`src/rtl/odometer_meas_ctrl.sv`:
```
// Ring-oscillator measurement sequencer: power -> enable -> count window -> done, with edge counter.
// Optional ODOMETER_CNT_SAT_EN: counter saturates at all-ones instead of wrapping (OVF set either way).
module odometer_meas_ctrl #(
  parameter int CNT_W      = 16,
  parameter int WIN_W      = 16,
  parameter int SETTLE_CYC = 8
) (
  input  logic             CLK,
  input  logic             RST,
  input  logic             MEAS_REQ,
  input  logic [1:0]       RO_SEL,
  input  logic             STRESS_SEL,
  input  logic [WIN_W-1:0] WIN_CYCLES,
  input  logic             ROSC_OUT,
  output logic             EN_POWER_ROSC,
  output logic             EN_ROSC,
  output logic             MEAS_STRESS,
  output logic             SEL_INV,
  output logic             SEL_NAND,
  output logic             SEL_NOR,
  output logic             BUSY,
  output logic             DONE,
  output logic [CNT_W-1:0] COUNT,
  output logic             OVF
);

  localparam int SET_W = $clog2(SETTLE_CYC + 1);
  localparam int TMR_W = (WIN_W > SET_W) ? WIN_W : SET_W;
  localparam logic [TMR_W-1:0] SETTLE_LAST = TMR_W'(SETTLE_CYC - 1);

  typedef enum logic [2:0] {S_IDLE, S_POWER, S_ENABLE, S_COUNT, S_DONE} state_t;

  state_t             state;
  logic [TMR_W-1:0]   tmr;
  logic [WIN_W-1:0]   win_q;
  logic [CNT_W-1:0]   cnt, cnt_nxt;
  logic               ovf, ovf_nxt;
  logic [2:0]         rosc_sync;
  logic               rosc_rise;
  logic               finish;

  // [1:0] is the synchronizer, [2] the delayed copy for edge detection
  always_ff @(posedge CLK or posedge RST) begin
    if (RST) rosc_sync <= '0;
    else     rosc_sync <= {rosc_sync[1:0], ROSC_OUT};
  end

  assign rosc_rise = rosc_sync[1] & ~rosc_sync[2];

  always_comb begin
    cnt_nxt = cnt;
    ovf_nxt = ovf;
    if (rosc_rise) begin
      if (&cnt) begin
        ovf_nxt = 1'b1;
`ifdef ODOMETER_CNT_SAT_EN
        cnt_nxt = cnt;
`else
        cnt_nxt = '0;
`endif
      end else begin
        cnt_nxt = cnt + CNT_W'(1);
      end
    end
  end

  // Last cycle of the measurement: end of COUNT, or end of ENABLE with an empty window
  assign finish = (tmr == '0) &&
                  ((state == S_COUNT) || (state == S_ENABLE && win_q == '0));

  always_ff @(posedge CLK or posedge RST) begin
    if (RST) begin
      state         <= S_IDLE;
      tmr           <= '0;
      win_q         <= '0;
      cnt           <= '0;
      ovf           <= 1'b0;
      EN_POWER_ROSC <= 1'b0;
      EN_ROSC       <= 1'b0;
      MEAS_STRESS   <= 1'b0;
      SEL_INV       <= 1'b0;
      SEL_NAND      <= 1'b0;
      SEL_NOR       <= 1'b0;
      BUSY          <= 1'b0;
      DONE          <= 1'b0;
      COUNT         <= '0;
      OVF           <= 1'b0;
    end else begin
      DONE <= 1'b0;
      case (state)
        S_IDLE: if (MEAS_REQ) begin
          state         <= S_POWER;
          tmr           <= SETTLE_LAST;
          win_q         <= WIN_CYCLES;
          MEAS_STRESS   <= STRESS_SEL;
          EN_POWER_ROSC <= 1'b1;
          BUSY          <= 1'b1;
          SEL_NAND      <= (RO_SEL == 2'd1);
          SEL_NOR       <= (RO_SEL == 2'd2);
          SEL_INV       <= (RO_SEL == 2'd0) || (RO_SEL == 2'd3);
        end
        S_POWER: begin
          if (tmr == '0) begin
            state   <= S_ENABLE;
            tmr     <= SETTLE_LAST;
            EN_ROSC <= 1'b1;
            cnt     <= '0;
            ovf     <= 1'b0;
          end else begin
            tmr <= tmr - TMR_W'(1);
          end
        end
        S_ENABLE: begin
          if (tmr == '0) begin
            state <= S_COUNT;
            tmr   <= TMR_W'(win_q - WIN_W'(1));
          end else begin
            tmr <= tmr - TMR_W'(1);
          end
        end
        S_COUNT: begin
          cnt <= cnt_nxt;
          ovf <= ovf_nxt;
          tmr <= tmr - TMR_W'(1);
        end
        S_DONE:  state <= S_IDLE;
        default: state <= S_IDLE;
      endcase

      // Overrides the case above on the final cycle
      if (finish) begin
        state         <= S_DONE;
        COUNT         <= (state == S_COUNT) ? cnt_nxt : '0;
        OVF           <= (state == S_COUNT) ? ovf_nxt : 1'b0;
        DONE          <= 1'b1;
        BUSY          <= 1'b0;
        EN_POWER_ROSC <= 1'b0;
        EN_ROSC       <= 1'b0;
        SEL_INV       <= 1'b0;
        SEL_NAND      <= 1'b0;
        SEL_NOR       <= 1'b0;
      end
    end
  end

endmodule

```
`config.mk`:
```
export PLATFORM = sky130hd
export DESIGN_NAME = odometer_meas_ctrl
export DESIGN_NICKNAME = d
export VERILOG_FILES = /design/src/rtl/odometer_meas_ctrl.sv
export SDC_FILE = /design/constraint.sdc
export NUM_CORES = 1
export LEC_CHECK = 0
export ABC_CLOCK_PERIOD_IN_PS = 3100
export CELL_PAD_IN_SITES_DETAIL_PLACEMENT = 0
export CELL_PAD_IN_SITES_GLOBAL_PLACEMENT = 1
export CORE_MARGIN = 3
export CORE_UTILIZATION = 44
export DETAILED_ROUTE_END_ITERATION = 10
export HOLD_SLACK_MARGIN = 0.12
export PLACE_DENSITY_LB_ADDON = 0.1
export SLEW_MARGIN = 10
export SYNTH_ARGS = -nofsm -noshare
export SYNTH_HDL_FRONTEND = slang
export SYNTH_SLANG_ARGS = --single-unit
export TNS_END_PERCENT = 20
```
`constraint.sdc`:
```
create_clock -name CLK -period 3.1 [get_ports CLK]
set_input_delay 0.62 -clock CLK [delete_from_list [all_inputs] [get_ports CLK]]
set_output_delay 0.62 -clock CLK [all_outputs]
set_load 0.005 [all_outputs]
```
Yosys cells after proc, flatten, opt, wreduce, memory -nomap -nowiden

Cells that the tools add are included.

Mux-type cells: 35
Equal/unequal tests: 12
Add/sub/neg operators: 3
Bitwise operators: 2
Reduce and logical (&&, ||, !) cells: 21

Operator list:

| kind                  | count |
|---|---|
| $mux 16               | 7 |
| $pmux 16 s4           | 1 |
| $logic_not 16->1      | 2 |
| $pmux 16 s2           | 1 |
| $sub 16x1->16 const B | 2 |
| $mux 1                | 20 |
| $add 16x1->16 const B | 1 |
| $reduce_and 16->1     | 1 |
| $mux 3                | 4 |
| $pmux 3 s4            | 1 |
| $reduce_and 2->1      | 5 |
| $reduce_bool 2->1     | 5 |
| $ne 3x3->1 const B    | 3 |
| $eq 3x2->1 const B    | 2 |
| $ne 2x2->1 const B    | 3 |
| $eq 2x2->1 const B    | 2 |
| $reduce_and 4->1      | 1 |
| $reduce_bool 4->1     | 1 |
| $eq 3x1->1 const B    | 1 |
| $logic_not 3->1       | 1 |
| $eq 2x1->1 const B    | 1 |
| $logic_and 1x1->1     | 2 |
| $logic_not 2->1       | 1 |
| $logic_or 1x1->1      | 2 |
| 3 further kinds       | 3 |

Word-level logic and storage cells: 88
Register bits after elaboration: 79
Bits of input ports: 23

Logic depth before layout (Yosys ltp)

Gate-level depths: netlist (run 1).

Depth after elaboration: 6
Depth in mapped cells: 9
Depth with buffers taken out: 7

Worst setup path after synthesis (run 1)

No wires, ideal clock.

Path kind: register -> register
From: register tmr[0]
To: register tmr[14]
Data arrival time: 1887 ps
Setup time: 126 ps
Cell stages (with the launch flop): 9
Clock period less this slack: 2013 ps
Setup slack: 1087 ps
Data required time: 2974 ps
Cells stage by stage: dfrtp_1 -> inv_1 -> ha_1 -> nor4b_2 -> a41oi_2 -> nand2_4 -> buf_6 -> a21oi_1 -> a221o_1

Longest elaborated chain between the ends: 3

RTL lines:

| item                                              | RTL line | source |
|---|---|---|
| start: declaration                                | 34       | `logic [TMR_W-1:0] tmr;` |
| start signal: assignment                          | 110      | `tmr <= tmr - TMR_W'(1);` |
| start signal: assignment                          | 116      | `tmr <= TMR_W'(win_q - WIN_W'(1));` |
| start signal: assignment                          | 118      | `tmr <= tmr - TMR_W'(1);` |
| $sub 16x1->16 or $logic_not 16->1 (tied branches) | -        |  |
| $mux 16, on equally long branches                 | 114, 103 |  |
| $pmux 16 s4 *                                     | 90       | `case (state)` |

Every way passes the cells marked *; elsewhere a longest branch is shown, timed or not.
A chain may end at the register's enable or synchronous reset.

Worst setup path in the final report (run 1)

From: register win_q[8]
To: register COUNT[15]

Longest elaborated chain between the ends: 4

RTL lines:

| item                     | RTL line | source |
|---|---|---|
| start: declaration       | 35       | `logic [WIN_W-1:0] win_q;` |
| start signal: assignment | 75       | `win_q <= '0;` |
| start signal: assignment | 94       | `win_q <= WIN_CYCLES;` |
| $logic_not 16->1         | 69       | `((state == S_COUNT) \|\| (state == S_ENABLE && win_q == '0));` |
| $logic_and 1x1->1        | 69       |  |
| $logic_or 1x1->1         | 69       |  |
| $logic_and 1x1->1        | 68       | `assign finish = (tmr == '0) &&` |
| end signal: assignment   | 133      | `COUNT <= (state == S_COUNT) ? cnt_nxt : '0;` |
| end: declaration         | 23       | `output logic [CNT_W-1:0] COUNT,` |

Every way passes these cells.

==> results of run 1 <==
layer usage:
| layer | global-route usage (%) | part of all wire [%] | vias to the layer above |
|---|---|---|---|
| met5 | 0 | 0 | - |
| met4 | 5.904 | 1.4 | 0 |
| met3 | 4.262 | 6.9 | 14 |
| met2 | 27.22 | 41 | 103 |
| met1 | 30.91 | 51 | 1728 |
| li1 | - | - | 1691 |
registers in the layout, indices dropped and copies added (netlist names), 3 cells and up:
register / flops
win_q: 16
state: 3
rosc_sync: 3
COUNT: 16
tmr: 16
cnt: 16
cell families after synthesis:
family | count (synthesis) | synth area share, %
AO/OA/AOI/OAI | 120 | 19.27
XOR/XNOR | 28 | 5.689
adder cells (fa/ha/maj) | 7 | 2.032
buffers and inverters | 38 | 4.151
flip-flops | 79 | 45.86
multiplexers | 21 | 5.341
AND/OR/NAND/NOR | 138 | 17.65
through the flow:
stage / power (mW) / util [%]
floorplan: 2.391 / -
global placement: 2.786 / 52.42
detailed placement: 2.808 / 52.42
CTS: 3.849 / 55.30
global route: 4.065 / 55.30
finish: 3.825 / 55.30
critical path, stage by stage, from the launching register on:
cell and delay (ns):
sky130_fd_sc_hd__dfrtp_1 0.43, sky130_fd_sc_hd__or4_1 0.55, sky130_fd_sc_hd__nor3b_1 0.48, sky130_fd_sc_hd__and2_1 0.25, sky130_fd_sc_hd__o21ai_2 0.26, sky130_fd_sc_hd__mux2_1 0.39
power groups by stage:
stage | logic [mW] | clock network [mW] | registers, mW
after floorplan | 0.856 | 0 | 1.53
after global placement | 1.15 | 0 | 1.64
after detailed placement | 1.17 | 0 | 1.64
after CTS | 1.17 | 1.05 | 1.63
after global routing | 1.30 | 1.09 | 1.68
final | 1.17 | 1.02 | 1.63
cell type report:
class                           instances  area [µm²]
Sequential cell                        79        1977
Multi-Input combinational cell        314        2155
Fill cell                             873        4189
Timing Repair Buffer                   57       558.0
Clock buffer                           11       141.4
Clock inverter                          5       128.9
Tap cell                              129       161.4
Inverter                               16       61.31
worst paths after layout:
check                              from      endpoint  slack [ns]  cells after the start
setup / recovery               win_q[8]     COUNT[15]        0.64                      5
hold / removal             rosc_sync[0]  rosc_sync[1]        0.36                      0
setup reg to reg               win_q[8]     COUNT[15]        0.64                      5
hold reg to reg            rosc_sync[0]  rosc_sync[1]        0.36                      0
max in group asynchronous           RST       tmr[12]        1.79                      3
min in group asynchronous           RST        cnt[1]        0.62                      2
synthesized netlist by cell type, types with 4 or more instances:
| master | n | share of area [%] |
|---|---|---|
| sky130_fd_sc_hd__a21o_1 | 8 | 1.4 |
| sky130_fd_sc_hd__a21oi_1 | 17 | 2.0 |
| sky130_fd_sc_hd__a31oi_1 | 17 | 2.5 |
| sky130_fd_sc_hd__and3_1 | 4 | 0.58 |
| sky130_fd_sc_hd__buf_2 | 8 | 0.93 |
| sky130_fd_sc_hd__clkbuf_1 | 9 | 0.78 |
| sky130_fd_sc_hd__dfrtp_1 | 79 | 46 |
| sky130_fd_sc_hd__ha_1 | 7 | 2.0 |
| sky130_fd_sc_hd__inv_1 | 16 | 1.4 |
| sky130_fd_sc_hd__mux2_2 | 15 | 3.9 |
| sky130_fd_sc_hd__mux2i_1 | 5 | 1.2 |
| sky130_fd_sc_hd__nand2_1 | 32 | 2.8 |
| sky130_fd_sc_hd__nand3_1 | 9 | 1.0 |
| sky130_fd_sc_hd__nand4_1 | 7 | 1.0 |
| sky130_fd_sc_hd__nor2_1 | 33 | 2.9 |
| sky130_fd_sc_hd__nor3_1 | 8 | 0.93 |
| sky130_fd_sc_hd__nor4_1 | 11 | 1.6 |
| sky130_fd_sc_hd__o21ai_0 | 17 | 2.0 |
| sky130_fd_sc_hd__o21ai_1 | 11 | 1.3 |
| sky130_fd_sc_hd__o2bb2ai_1 | 10 | 2.0 |
| sky130_fd_sc_hd__o31ai_1 | 10 | 1.7 |
| sky130_fd_sc_hd__or3_1 | 7 | 1.0 |
| sky130_fd_sc_hd__xnor2_1 | 12 | 2.4 |
| sky130_fd_sc_hd__xor2_1 | 16 | 3.3 |
==> out/results.txt, run 1 <==
The clock arrives with 0.01548 ns of skew. Compared with the post-synthesis result, the final layout area differs by 20.23%. The longest clock path from root to sink contains 2 buffers. The first routing iteration left 165 violations. The run gives 4310 µm² as the netlist area before placement.

The post-placement setup slack came out at 0.6348 ns. The register clock-pin slew on the reported worst setup and hold paths came out at 0.09 ns. TritonCTS built the clock tree. The starting density of the core is 45.99%. The smallest setup slack after layout was 0.6407 ns. For this run, the number of Yosys warnings is 0. Internal power comes to 2.488 mW. Global routing consumed, over all layers together, 19.82% of the routing resources.

For the placed instance area, the log shows 4912 µm². The width of the chip is 105.0 µm, and the design area is 5182 µm². For the combinational share of power, the log shows 30.6%. The number of antenna violations at the first check in global routing was 0.

Setup repair after global routing left no endpoint under its margin. Of all nets on the critical path, the largest fanout is 17. The synthesis-stage register bit count was 79; the endpoint arrival time on the critical path was 2.70 ns. The maximum clock frequency is 406.6 MHz, and the transition time of the tightest slew-check pin is 0.9894 ns.

The congestion estimate from routability-driven global placement came to 0.8531. The post-route netlist has 11.41% of its cells at a drive strength greater than 1. The number of iterations in the first detailed-routing pass was 4. Clock tree synthesis selected as its root buffer the cell sky130_fd_sc_hd__clkbuf_8. The critical path launch point type was a flip-flop. From bottom edge to top edge, the die measures 105.0 µm. The top cell types in the final layout, fill and taps aside, are sky130_fd_sc_hd__dfrtp_1 (79), sky130_fd_sc_hd__clkdlybuf4s50_1 (47), sky130_fd_sc_hd__nor2_1 (33). After clock tree synthesis, the setup repair step added 0 buffers.

The count of hold-fix buffers inserted at cts is 0. The count of buffers added on input and output ports is 47. The wire length of the first global-routing pass is 17570 µm. After layout, the worst path uses 79.33% of the clock period.

The routed layout has 3536 vias. For the pin count of the biggest net entering global routing, the log shows 34. The number of buffers inserted during clock tree synthesis was 9.

The worst setup path is of the flip-flop to flip-flop kind. The clock latency of the later-clocked register in the worst-skew pair was 0.35 ns. The tools report the critical path capture point type as a flip-flop.

The relative contribution of the clock network to total power is 26.8%, and the fraction of the yosys area taken by sequential cells is 45.86%. The H-tree generated during clock tree synthesis spans 3 levels. The number of different library cells used by synthesis comes to 62. The number of cells in the design after placement is 595, and the shortest clock period the worst path allows after layout is 2.459 ns. Once detailed placement completed, the half-perimeter wirelength came to 7630 µm.

The logs give 35 for the number of rows created at floorplan and 0 for the total of endpoints with negative setup slack in the final report. The tools report the number of antenna cells inserted as 0. The number of global-route vias before repair was 3396. Most instantiated flip-flop cell in the synthesis netlist: sky130_fd_sc_hd__dfrtp_1. The cell count after synthesis came out at 431. The average wire per standard cell is 17.27 µm, and the sequential power share is 42.6%.

Counting flops with an async set or reset pin after synthesis yields a share of 100.0%. The tools report the overflow left after global routing as 0. The mean area per synthesized cell was 10.00 µm².

The floorplan step defined a core boundary enclosing 9371 µm². For the final hold violation count, the log shows 0. Data on the critical path is required at its endpoint by 3.34 ns. The most common library cell in the layout ignoring fill and taps was sky130_fd_sc_hd__dfrtp_1. In this run the static leakage power is 2.158 nW.

The run gives 11020 µm² as the overall die area. The tools report the detailed-route DRC error count as 0. The per-cell via count in the routed design is 5.787.

In this run switching power makes up 34.97% of total power. The filler-free cell count of the finished design came out at 611. The number of gates resized after cts is 0.

The tools report the total number of clock tree sinks as 79. The detail route stage leaves a number of antenna-violating nets equal to 0. The number of nets handed over by synthesis was 461. The worst-case headroom to the max-slew limit was 33.43%; the largest vdd supply drop was 0.0003475 V.

In the final design database the tool counted 507 nets. Adding up every negative setup slack in the final design gives 0 ns. For this design the ratio of total power to cell area is 738.1 nW/µm². 48 I/O pins were placed. The number of max-slew violations in the final report was 0. The tightest hold path in the finished design has a slack of 0.3616 ns.

The worst hold path class was flip-flop to flip-flop. The run finished with clean final reports. Yosys mapped a number of flops with a built-in enable equal to 0. The number of max-cap violations is 0, and the power spent charging and discharging nets is 1.338 mW.

Wires add up to 10550 µm.
Power figures use the tool's default switching activity.
==> run 2: changes to the inputs <==
- ABC_CLOCK_PERIOD_IN_PS: 3100 -> 2300
- clock period: 3.1 -> 2.3 ns (I/O delays scaled with it)
==> run 2 against run 1 <==
Wire length increased by 0.38%. Fmax increased by 17%. Die area did not move. Critical path depth grew 2. Clock power about the same. Sequential share of layout area shrank 1.1 points. First-iteration DRC count is 48% higher. Register-to-register slack worse by 0.45 ns. Clock-buffer cell count down 1. Hold slack gained 0.00087 ns. Largest power group unchanged.
==> out/results.txt, run 2 (synthesized netlist as in run 1, its figures left out) <==
The flow ran to the end, and the final reports show no timing, DRC or antenna violations. The logs give 80 for the pin count of the biggest net entering global routing and 4435 µm for the routed wire length on met2. The final antenna-violating net count was 0; the relative contribution of the clock network to total power was 20.7%.

The logs give 0.0005947 V for the largest vdd supply drop and 0.1169 ns for the post-placement setup slack. The count of pins on the block boundary is 48. Setup repair after global routing left no endpoint under its margin. The average wire per standard cell is 16.60 µm. In the final layout, the share of cells above drive strength 1 is 16.31%. In the layout the commonest cells are sky130_fd_sc_hd__dfrtp_1 (79), sky130_fd_sc_hd__clkdlybuf4s50_1 (47), sky130_fd_sc_hd__buf_4 (34). The maximum clock frequency came out at 474.1 MHz.

The number of gates resized after cts is 0. In this run, the combinational gates consume 36.9% of the power. The worst setup path is captured at a flip-flop. Counting the fill cells in the layout gives 896. The run gives 79 as the total number of clock tree sinks. Routed signal wires occupy layers up through met4.

From synthesis to final layout, the design area changed by 23.80%. Row generation in the floorplan step produced 35 rows. For this configuration, the core starts out at a cell density of 45.99%. For the combined global-route utilization of all metal layers, the log shows 19.67%.

After global routing the overflow that remains totals 0. The DRC marker count from the first detailed-route iteration was 244; the area inside the core boundary was 9371 µm². Data on the critical path arrives at its endpoint at 2.34 ns. The worst setup path is launched from a flip-flop. For the leakage dissipation, the log shows 2.256 nW. The ratio of total power to cell area was 934.8 nW/µm². In this run the tightest slew margin relative to its limit is 56.83%. The number of clock buffers added by TritonCTS is 9. The library cell used most frequently in the layout, excluding fill and tap cells, is sky130_fd_sc_hd__dfrtp_1. Summed over all nets, the switching power comes to 1.849 mW. Of the available clock period, the critical path in the final layout requires 91.71%.

The largest fanout of any net on the critical path is 21, and the wire length on met3 is 700 µm. For this run, design rule violations remaining after detail routing come to 0. After clock tree synthesis, the clock-pin slew on the worst setup and hold paths is 0.09 ns.

The worst setup path is of the flip-flop to flip-flop kind. Across the run, the number of max-cap violations was 0. Post-CTS timing repair inserted 0 buffers for setup.

The maximum clock path buffer count was 2. The first detailed-routing pass ran for 5 iterations. The worst setup skew after layout is 0.01260 ns, and the transition time of the tightest slew-check pin is 0.6475 ns.

Setup violations remaining at the end of the flow were counted as 0. The internal power of the cells totals 3.140 mW. The sequential power share is 42.3%, and the vertical die dimension is 105.0 µm. The tools report the number of max-slew violations in the final report as 0. The fraction of power spent switching nets came out at 37.06%. The total detailed-routing wirelength was 10590 µm; the smallest setup slack after layout was 0.1906 ns.

The number of antenna violations at the first check in global routing is 0, and the shortest clock period the worst path allows after layout is 2.109 ns. The logs give 0 for the number of antenna cells inserted and 0.8611 for the routability congestion estimate from global placement. The detailed-routing wirelength on met1 is 5374 µm. The tools report the wire length of the first global-routing pass as 17660 µm.

For the final routed database, the setup TNS stands at 0 ns. The data required time at the worst endpoint was 2.53 ns. At the later pin of the worst-skew pair, clock insertion delay measures 0.36 ns. The worst hold path class is flip-flop to flip-flop. The final hold violation count is 0, and the overall die area is 11020 µm². Final HPWL from detailed placement: 7554 µm. TritonCTS built the clock tree.

The completed layout was analyzed and its total power is 4.988 mW. The per-cell via count in the routed design is 5.734, and the depth of the CTS H-tree is 3. Buffers placed on the I/O ports in this run total 47. The die is 105.0 µm wide.

The number of global-route vias before repair was 3490. Count of hold-fix buffers inserted at cts: 0. The total via count in the routed design was 3658. CTS placed an instance of sky130_fd_sc_hd__clkbuf_8 at the clock tree root. The net count of the finished layout is 534.
run 2: cell types whose count changed in the layout (fill, tap and decap cells not counted), sizes merged:
| cell | previous run | this run |
|---|---|---|
| bufinv | 4 | 1 |
| clkinvlp | 0 | 2 |
| buf | 10 | 37 |
| clkinv | 2 | 4 |
| clkbuf | 11 | 10 |
run 2: worst paths after layout:
kind                       depth (start not counted)            to  slack [ns]         start
min reg2reg                                        0  rosc_sync[1]        0.36  rosc_sync[0]
max reg2reg                                        7       cnt[14]        0.19        cnt[1]
min in group asynchronous                          3        cnt[5]        0.54           RST
min                                                0  rosc_sync[1]        0.36  rosc_sync[0]
max                                                7       cnt[14]        0.19        cnt[1]
max in group asynchronous                          3      state[2]        1.40           RST
run 2: final cells by class:
type                       instances  area, µm²  area share [%]
clock inverter                     6      61.31           1.149
multi-input combinational        314       2160           40.47
tap                              129      161.4           3.025
timing repair buffer              84      785.8           14.72
clock buffer                      10      127.6           2.392
inverter                          16      63.81           1.196
sequential                        79       1977           37.05
run 2: power by group through the flow:
stage / logic [mW] / registers [mW] / clock network, mW
after floorplan: 1.15 / 2.07 / 0
after global placement: 1.81 / 2.12 / 0
after detailed placement: 1.83 / 2.13 / 0
after CTS: 1.84 / 2.11 / 1.07
after global routing: 2.03 / 2.17 / 1.11
final: 1.84 / 2.11 / 1.03
run 2: per-layer routing:
metal  GRT usage (%)  vias to the layer above
li1                -                     1742
met5               0                        -
met3           4.509                        8
met4           4.499                        0
met1           30.62                     1794
met2           27.54                      114
run 2: stage by stage:
step                      instances  hold slack [ns]  util [%]  cell area, µm²
after global placement          622           0.3367     54.87            5142
after detailed placement        622           0.3427     54.87            5142
after CTS                       638           0.3615     56.89            5331
after floorplan                 431           0.3312         -            4314
after global routing            638           0.3726     56.94            5336
final                           638           0.3625     56.94            5336
run 2: worst max-delay path: stages (launching register included):
cell                       delay, ns
sky130_fd_sc_hd__dfrtp_1        0.40
sky130_fd_sc_hd__ha_1           0.23
sky130_fd_sc_hd__nand4b_2       0.22
sky130_fd_sc_hd__nor3_2         0.41
sky130_fd_sc_hd__a31oi_1        0.20
sky130_fd_sc_hd__buf_4          0.25
sky130_fd_sc_hd__a41oi_1        0.23
sky130_fd_sc_hd__a31oi_1        0.06
==> run 3: changes to the inputs <==
- CAP_MARGIN: default -> 25
- CORE_ASPECT_RATIO: default -> 1.5
==> run 3 against run 2 <==
Flip-flop and latch count stayed put. Register-to-register slack about the same. Cell area grew 1.8%. Power grew 9.5%. Global-route usage rose by 2.7 points.
==> out/results.txt, run 3 (synthesized netlist as in run 1, its figures left out) <==
The core region is 9415 µm². The die covers 11040 µm². In this run the static leakage power is 2.308 nW. Compared with the post-synthesis result, the final layout area differs by 26.04%.

Registers take 1977 µm². Summing all multi-input logic gate instances after layout gives 2160 µm². The register clock-pin slew on the reported worst setup and hold paths came out at 0.06 ns.

After routing the design area is 5433 µm². The critical path launch point type was a flip-flop. The transition time of the tightest slew-check pin was 0.5608 ns; the largest fanout of any net on the critical path was 16. The routability congestion estimate from global placement was 0.8670; the starting density of the core was 45.78%. The number of buffers inserted during clock tree synthesis is 9, and the final HPWL from detailed placement is 8376 µm. The min-delay analysis places its worst path in the category flip-flop to flip-flop. The number of max-slew violations in the final report came out at 0. For the final database, setup skew stands at 0.007337 ns. The per-cell via count in the routed design was 5.802. The count of port buffers added during placement came out at 47.

The detail route stage leaves a number of antenna-violating nets equal to 0. In this run the critical register-to-register path is launched from win_q[9]. The vertical die dimension was 127.2 µm; the maximum clock path buffer count was 2. In the routed design, unresolved DRC markers number 0.

The flow ran to the end, and the final reports show no timing, DRC or antenna violations. For this run the aggregate overflow at the end of global routing stands at 0. The floorplan has 43 rows. The placed instance area came out at 5114 µm². The tree is rooted in a sky130_fd_sc_hd__clkbuf_16. The worst pin sits at a relative slew slack of 62.27%. The pin count of the biggest net entering global routing is 80. The logs give 533 for the total number of nets in the final design and 850 for the total of fill cells in the finished design. The maximum clock frequency was 474.9 MHz; the total of endpoints with negative setup slack in the final report was 0.

The library cells used most frequently in the layout, excluding fill and tap cells, are sky130_fd_sc_hd__dfrtp_1 (79), sky130_fd_sc_hd__clkdlybuf4s50_1 (47), sky130_fd_sc_hd__nor2_1 (33), sky130_fd_sc_hd__buf_4 (33), sky130_fd_sc_hd__nand2_1 (32). The routed design could run at a clock period as short as 2.106 ns. The tools report the startpoint of the worst setup timing path as win_q[9]. The final critical path takes up 91.55% of the cycle. The wire length of the first global-routing pass was 19260 µm.

The path type of the worst setup path was flip-flop to flip-flop. The logs give 153 for the DRC marker count from the first detailed-route iteration and 79 for the total number of clock tree sinks. The logs give 2.35 ns for the endpoint arrival time on the critical path and 3597 for the total via count in the routed design. The number of global-route vias before repair is 3851.

The number of antenna cells inserted is 0. Setup repair after global routing left no endpoint under its margin. The tools report the total detailed-routing wirelength as 11520 µm.

For the final hold violation count, the log shows 0. In this run the count of I/O pins placed on the die edge is 48. STA puts the critical path data required time at 2.55 ns. The ratio of total power to cell area was 1005 nW/µm².

For the number of iterations in the first detailed-routing pass, the log shows 4. TritonCTS built the clock tree. The tools report the clock latency of the later-clocked register in the worst-skew pair as 0.34 ns.

Critical path capture point type: a flip-flop. The start point of the worst min-delay path was rosc_sync[0]. Cells with a size suffix above 1 make up 15.94% of the layout.

The H-tree was split into 3 levels. The library cell used most frequently in the layout, excluding fill and tap cells, is sky130_fd_sc_hd__dfrtp_1. The largest vdd supply drop came out at 0.0006976 V.

The tools report the number of antenna violations at the first check in global routing as 0. Number of max-cap violations: 0. The number of hold buffers added after CTS was 0. The setup TNS after final layout came out at 0 ns. For this run, the total global-route usage over all layers was measured as 22.39%. From left edge to right edge, the die measures 86.82 µm. After detailed routing, the average wire length per cell comes to 18.58 µm.
run 3: cell types whose count changed in the layout (fill, tap and decap cells not counted), sizes merged:
cell,before,now
buf,37,36
bufinv,1,2
clkbuf,10,11
clkinv,4,1
inv,15,16
run 3: worst paths after layout:
| kind | slack (ns) | to | cells past startpoint |
|---|---|---|---|
| min in group asynchronous | 0.59 | rosc_sync[0] | 3 |
| max reg2reg | 0.19 | COUNT[5] | 7 |
| min | 0.37 | rosc_sync[1] | 0 |
| min reg2reg | 0.37 | rosc_sync[1] | 0 |
| max in group asynchronous | 1.38 | ovf | 3 |
| max | 0.19 | COUNT[5] | 7 |
run 3: critical path, stage by stage, from the launching register on:
cell and delay (ns):
sky130_fd_sc_hd__dfrtp_1 0.42, sky130_fd_sc_hd__or4_1 0.56, sky130_fd_sc_hd__nor3b_1 0.22, sky130_fd_sc_hd__buf_4 0.16, sky130_fd_sc_hd__and2_1 0.15, sky130_fd_sc_hd__o21ai_2 0.10, sky130_fd_sc_hd__buf_12 0.16, sky130_fd_sc_hd__o31ai_2 0.24
run 3: per-layer routing:
| layer | share of wire, % | track usage [%] | vias up |
|---|---|---|---|
| li1 | - | - | 1742 |
| met1 | 39 | 25.05 | 1757 |
| met2 | 55 | 40.00 | 67 |
| met3 | 2.3 | 3.290 | 31 |
| met4 | 4.2 | 11.83 | 0 |
| met5 | 0 | 0 | - |
run 3: area by class of cell:
type | count | share of cell area [%]
well taps | 112 | 2.579
clock buffers | 11 | 4.284
inverters | 16 | 1.175
flip-flops and latches | 79 | 36.39
multi-input cells | 314 | 39.75
repair buffers | 83 | 14.33
clock inverters | 5 | 1.497
run 3: where the power goes:
| part | switching, mW | total (mW) | leakage (nW) | internal, mW |
|---|---|---|---|---|
| registers | 0.444 | 2.18 | 1.03 | 1.74 |
| clock network | 0.583 | 1.54 | 0.150 | 0.954 |
| logic | 0.897 | 1.74 | 1.13 | 0.846 |
run 3: repair_timing:
item,4_1_cts,5_1_grt
gates resized for setup,0,1
setup buffers,0,0
setup endpoints to repair,0,1
run 3: per-stage QoR:
step	instances	utilization, %	total power [mW]	setup WS [ns]	hold WS (ns)
2_1_floorplan	431	-	3.223	0.2869	0.3312
3_3_place_gp	604	54.31	3.898	0.2170	0.3325
3_5_place_dp	604	54.31	3.943	0.1962	0.3570
4_1_cts	620	57.65	5.491	0.1715	0.3710
5_1_grt	620	57.70	5.780	0.06861	0.3858
6_report	620	57.70	5.460	0.1943	0.3696
